$ cat src/rtl/fetch.sv
// Instruction fetch: owns the PC, issues single-outstanding I-bus requests, drives the F->D register.
// Latency: iresp_data_ok in cycle N makes dataF valid in N+1; up to 1 instruction/cycle.
// Backpressure: stall holds dataF and parks a returned word in a skid buffer; redirect beats stall.
// Optional perf counters (perf_fetched, perf_bubble) under `FETCH_PERF_CNT_EN.
package fetch_pkg;
    typedef struct packed {
        logic        valid;
        logic [63:0] pc;
        logic [31:0] raw_instr;
    } fetch_data_t;
endpackage

module fetch
    import fetch_pkg::*;
#(
    parameter logic [63:0] PC_RESET = 64'h8000_0000
) (
    input  logic        clk,
    input  logic        reset,
    input  logic        stall,
    input  logic        redirect_valid,
    input  logic [63:0] redirect_pc,
    output logic        ireq_valid,
    output logic [63:0] ireq_addr,
    input  logic        iresp_data_ok,
    input  logic [31:0] iresp_data,
    output fetch_data_t dataF
`ifdef FETCH_PERF_CNT_EN
    ,
    output logic [63:0] perf_fetched,
    output logic [63:0] perf_bubble
`endif
);

    typedef enum logic [1:0] {
        S_REQ,
        S_HOLD,
        S_DROP
    } state_t;

    state_t      state;
    logic [63:0] pc;
    logic [63:0] req_addr;
    logic [31:0] skid_buf;

    logic [63:0] redir_tgt;
    logic [63:0] pc_inc;
    logic        load_valid;

    assign redir_tgt  = redirect_pc & ~64'd3;
    assign pc_inc     = pc + 64'd4;
    assign ireq_valid = ~reset & (state != S_HOLD);
    assign ireq_addr  = req_addr;

    // A valid instruction enters dataF this cycle.
    always_comb begin
        load_valid = 1'b0;
        if (!redirect_valid) begin
            case (state)
                S_REQ:   load_valid = iresp_data_ok & ~stall;
                S_HOLD:  load_valid = ~stall;
                default: load_valid = 1'b0;
            endcase
        end
    end

    always_ff @(posedge clk or posedge reset) begin
        if (reset) begin
            state    <= S_REQ;
            pc       <= PC_RESET;
            req_addr <= PC_RESET;
            skid_buf <= '0;
            dataF    <= '0;
        end else begin
            if (redirect_valid) begin
                dataF.valid <= 1'b0;
            end else if (load_valid) begin
                dataF <= '{valid: 1'b1, pc: pc,
                           raw_instr: (state == S_HOLD) ? skid_buf : iresp_data};
            end else if (!stall) begin
                dataF.valid <= 1'b0;
            end

            case (state)
                S_REQ: begin
                    if (redirect_valid) begin
                        pc <= redir_tgt;
                        // An unanswered request cannot be withdrawn; wait it out in DROP.
                        if (iresp_data_ok) req_addr <= redir_tgt;
                        else               state    <= S_DROP;
                    end else if (iresp_data_ok) begin
                        if (stall) begin
                            skid_buf <= iresp_data;
                            state    <= S_HOLD;
                        end else begin
                            pc       <= pc_inc;
                            req_addr <= pc_inc;
                        end
                    end
                end
                S_HOLD: begin
                    if (redirect_valid) begin
                        pc       <= redir_tgt;
                        req_addr <= redir_tgt;
                        state    <= S_REQ;
                    end else if (!stall) begin
                        pc       <= pc_inc;
                        req_addr <= pc_inc;
                        state    <= S_REQ;
                    end
                end
                S_DROP: begin
                    if (redirect_valid) pc <= redir_tgt;
                    // Stale word arrives: discard it and request the latest target.
                    if (iresp_data_ok) begin
                        req_addr <= redirect_valid ? redir_tgt : pc;
                        state    <= S_REQ;
                    end
                end
                default: state <= S_REQ;
            endcase
        end
    end

`ifdef FETCH_PERF_CNT_EN
    always_ff @(posedge clk or posedge reset) begin
        if (reset) begin
            perf_fetched <= '0;
            perf_bubble  <= '0;
        end else begin
            if (load_valid)                  perf_fetched <= perf_fetched + 64'd1;
            if (ireq_valid && !iresp_data_ok) perf_bubble <= perf_bubble + 64'd1;
        end
    end
`endif

endmodule
$ cat config.mk
export PLATFORM = sky130hd
export DESIGN_NAME = fetch
export DESIGN_NICKNAME = d
export VERILOG_FILES = /design/src/rtl/fetch.sv
export SDC_FILE = /design/constraint.sdc
export NUM_CORES = 1
export LEC_CHECK = 0
export ABC_AREA = 1
export CAP_MARGIN = 20
export CORE_MARGIN = 1.5
export CORE_UTILIZATION = 52
export CTS_CLUSTER_DIAMETER = 80
export DETAILED_ROUTE_END_ITERATION = 12
export PLACE_DENSITY = 0.81
export SYNTH_ARGS = -nofsm -noshare
export SYNTH_HDL_FRONTEND = slang
export SYNTH_SLANG_ARGS = --single-unit
export TNS_END_PERCENT = 50
$ cat constraint.sdc
create_clock -name clk -period 11.39 [get_ports clk]
set_input_delay 1.7085 -clock clk [delete_from_list [all_inputs] [get_ports clk]]
set_output_delay 1.7085 -clock clk [all_outputs]
set_load 0.01 [all_outputs]
==> summary.md <==
| Metric | Value |
|---|---|
| Share of cells above drive strength 1 | 0.0546 |
| Worst-path clk slew | 0.06 ns |
| Core footprint | about 24000 µm² |
| Worst EP arrival | 2.92 ns |
| Clock Skews | around 0.023 ns |
| Die X-Extent | 160 µm |
| # hold bufs at CTS | 0 |
| Post-synth ARST share | 1.00 |
| CP required | 9.68 ns |
| # clock sinks | 259 |
| Number of synthesized flops with an enable pin | 0 |
| Warnings, synthesis | 0 |
| Area fraction of the dominant cell type after synthesis | 0.500 |
| IO Count | 263 |
| CP max-delay cell | clkdlybuf4s50_1 |
| Routed len/inst | about 18 µm |
| RSZ-0062 raised after global routing | false |
| GRT Residual Overflow | 0 |
| GRT Resource Usage Total | 0.328 |
| CP Launch Type | primary input |
| Setup violators final | 0 |
| Residual DRC | 0 |
| Synth cell types | 33 |
| Global-route wire length before repair | 66.0 mm |
| Routed Antenna Nets | 0 |
| Synth area leaders | dfrtp_1 50%, nand2_1 18%, o21ai_0 6.6% |
| Nets | 2041 |
| Synthesized area | 12900 µm² |
| Post-CTS setup buffers | 0 |
| Sequential share of the synthesized area | 0.504 |
| CP Max Fanout | 2 |
| Slew @ Worst Pin | between 1 and 1.5 ns |
| Post-Route Setup TNS | 0 ns |
| IO Port Bufs | between 200 and 300 |
| Initial Util | 0.529 |
| Clock latency on the worst-skew pair | 0.55 ns |
| Critical path class | primary input to primary output |
| Initial antenna violation count | 0 |
| CP bufs+invs | 2 |
| Core Util, Final | 0.680 |
| Post-Syn Instances | 1720 |
| Die height | 160 µm |
| Hold Worst Slack | 0.480 ns |
| Pin count of the biggest net entering global routing | 144 |
| Vias in the first global route | around 12000 |
| Crit path max-delay family | buffers and inverters |
| Clock buffer depth | 3 |
| # rows | 57 |
| Max-cap viol count | 0 |
| # diodes | 0 |
| TritonCTS clock tree | done |
| Max Freq | 0.216 GHz |
| Yosys reg bits | 259 |
| Vias | around 13000 |
| Worst path cell trace | clkdlybuf4s50_1 > nor2_1 > clkdlybuf4s50_1 |
| Detailed Routing Iterations Pass 1 | 9 |
| Vias/cell | about 5.6 |
| Outcome | finished clean |
| Max incr delay on CP | 0.55 ns |
| Final GP Congestion | around 0.95 |
| Number of gates resized after cts | 0 |
| Slew HR | 0.287 |
| Final Hold Violating Endpoints | 0 |
| Commonest non-fill, non-tap cell in the layout | nand2_1 |
| Mean Syn Cell Area | 7.48 µm² |
| Max-slew violations | 0 |
| Most frequent cells in the layout | 623 x nand2_1, 259 x clkdlybuf4s50_1, 257 x dfrtp_1 |
| Static Leak | 7.76 nW |
| Syn nets | 1822 |
| H-Tree Depth | 1 |
| Ys flop type | dfrtp_1 |
| Cts bufs inserted | 27 |
| PD cells | 235 nW/µm² |
| Minimum clock period | ~4.6 ns |
| Crit end category | primary output |
| Crit share post-route | 0.406 |
| Peak VDD IR | a little over 200 µV |
| HPWL after detailed placement | 30.5 mm |
| Cell mode on critical path | clkdlybuf4s50_1 |
| Area grow syn2layout | 28.5% |
| DR iter-0 viols | 1253 |
| Cell accounting for the most synthesized area | dfrtp_1 |
| CTS root buffer | clkbuf_16 |
| Die Area | 25700 µm² |
| Total length of routed wires | 42.0 mm |
| Hold Path Class | register to register |
## sequential cells by signal, summed over array words and instances, names as in the netlist
signal and cells:
dataF 97, ireq_addr 64, pc 64, skid_buf 32
state 2
## where the power goes
part / switching (mW) / total, mW / internal (mW)
clock: 0.377 / 0.917 / 0.541
sequential: 0.296 / 1.56 / 1.27
combinational: 0.768 / 1.40 / 0.632
## cell type report
| type | count | area [µm²] |
|---|---|---|
| clock buffer | 40 | 815 |
| clock inverter | 10 | 118 |
| fill | 2009 | 7790 |
| inverter | 148 | 563 |
| multi-input combinational | 1236 | 5500 |
| sequential | 259 | 6480 |
| tap | 324 | 405 |
| timing repair buffer | 267 | 2650 |
## Yosys cell counts, types with 5 or more instances
| cell | number |
|---|---|
| a21oi_1 | 37 |
| a22oi_1 | 31 |
| buf_2 | 35 |
| buf_4 | 5 |
| clkbuf_1 | 33 |
| dfrtp_1 | 257 |
| inv_1 | 135 |
| inv_2 | 12 |
| nand2_1 | 623 |
| nand2_2 | 7 |
| nand3_1 | 120 |
| nand4_1 | 12 |
| nor2_1 | 145 |
| nor2_2 | 5 |
| nor2_4 | 7 |
| o21ai_0 | 170 |
| o21ai_1 | 40 |
| or2_2 | 14 |
## cells by family (layout without fill, tap and decap cells)
logic type	after synthesis	count (layout)	synth area share
buffers and inverters	225	465	0.0705
AOI/OAI and AO/OA	294	294	0.124
adders and majority gates	1	1	0.000972
muxes	1	1	0.000875
xor gates and xnor gates	4	4	0.00272
DFF	259	259	0.504
and+or+nand+nor	936	936	0.297
## worst register-to-register path: stages, from the launching register on
cell	delay, ns
dfrtp_1	0.45
nor2_1	0.26
inv_1	0.10
nor3_2	0.25
nor2_4	0.04
buf_4	0.35
inv_2	0.85
nand2_1	0.15
o21ai_1	0.13
## metrics by stage
| step | std cells | area [µm²] | setup slack (ns) | total power, mW |
|---|---|---|---|---|
| after global placement | 2234 | 15600 | 6.37 | 2.91 |
| after CTS | 2284 | 16500 | 6.76 | 3.87 |
| after global routing | 2284 | 16500 | 6.55 | 4.10 |
| after floorplan | 1720 | 12900 | 2.56 | 2.17 |
| after detailed placement | 2234 | 15600 | 6.32 | 2.95 |
| final | 2284 | 16500 | 6.77 | 3.88 |
## metal layers
metal	GRT usage	vias up	part of all wire
met4	0.101	0	0.031
met5	0	-	0
met2	0.490	608	0.43
met1	0.485	6066	0.45
met3	0.0635	75	0.092
li1	-	5946	-
## worst paths after layout
| kind | cells past startpoint | end | from | slack, ns |
|---|---|---|---|---|
| hold / removal | 2 | ireq_addr[58] | ireq_addr[58] | 0.48 |
| min in group asynchronous | 2 | pc[32] | reset | 1.83 |
| setup / recovery | 3 | ireq_valid | reset | 6.77 |
| hold reg to reg | 2 | ireq_addr[58] | ireq_addr[58] | 0.48 |
| setup reg to reg | 8 | pc[16] | state[0] | 8.72 |
| max in group asynchronous | 3 | pc[58] | reset | 8.05 |
(Power assumes the default switching activity.)
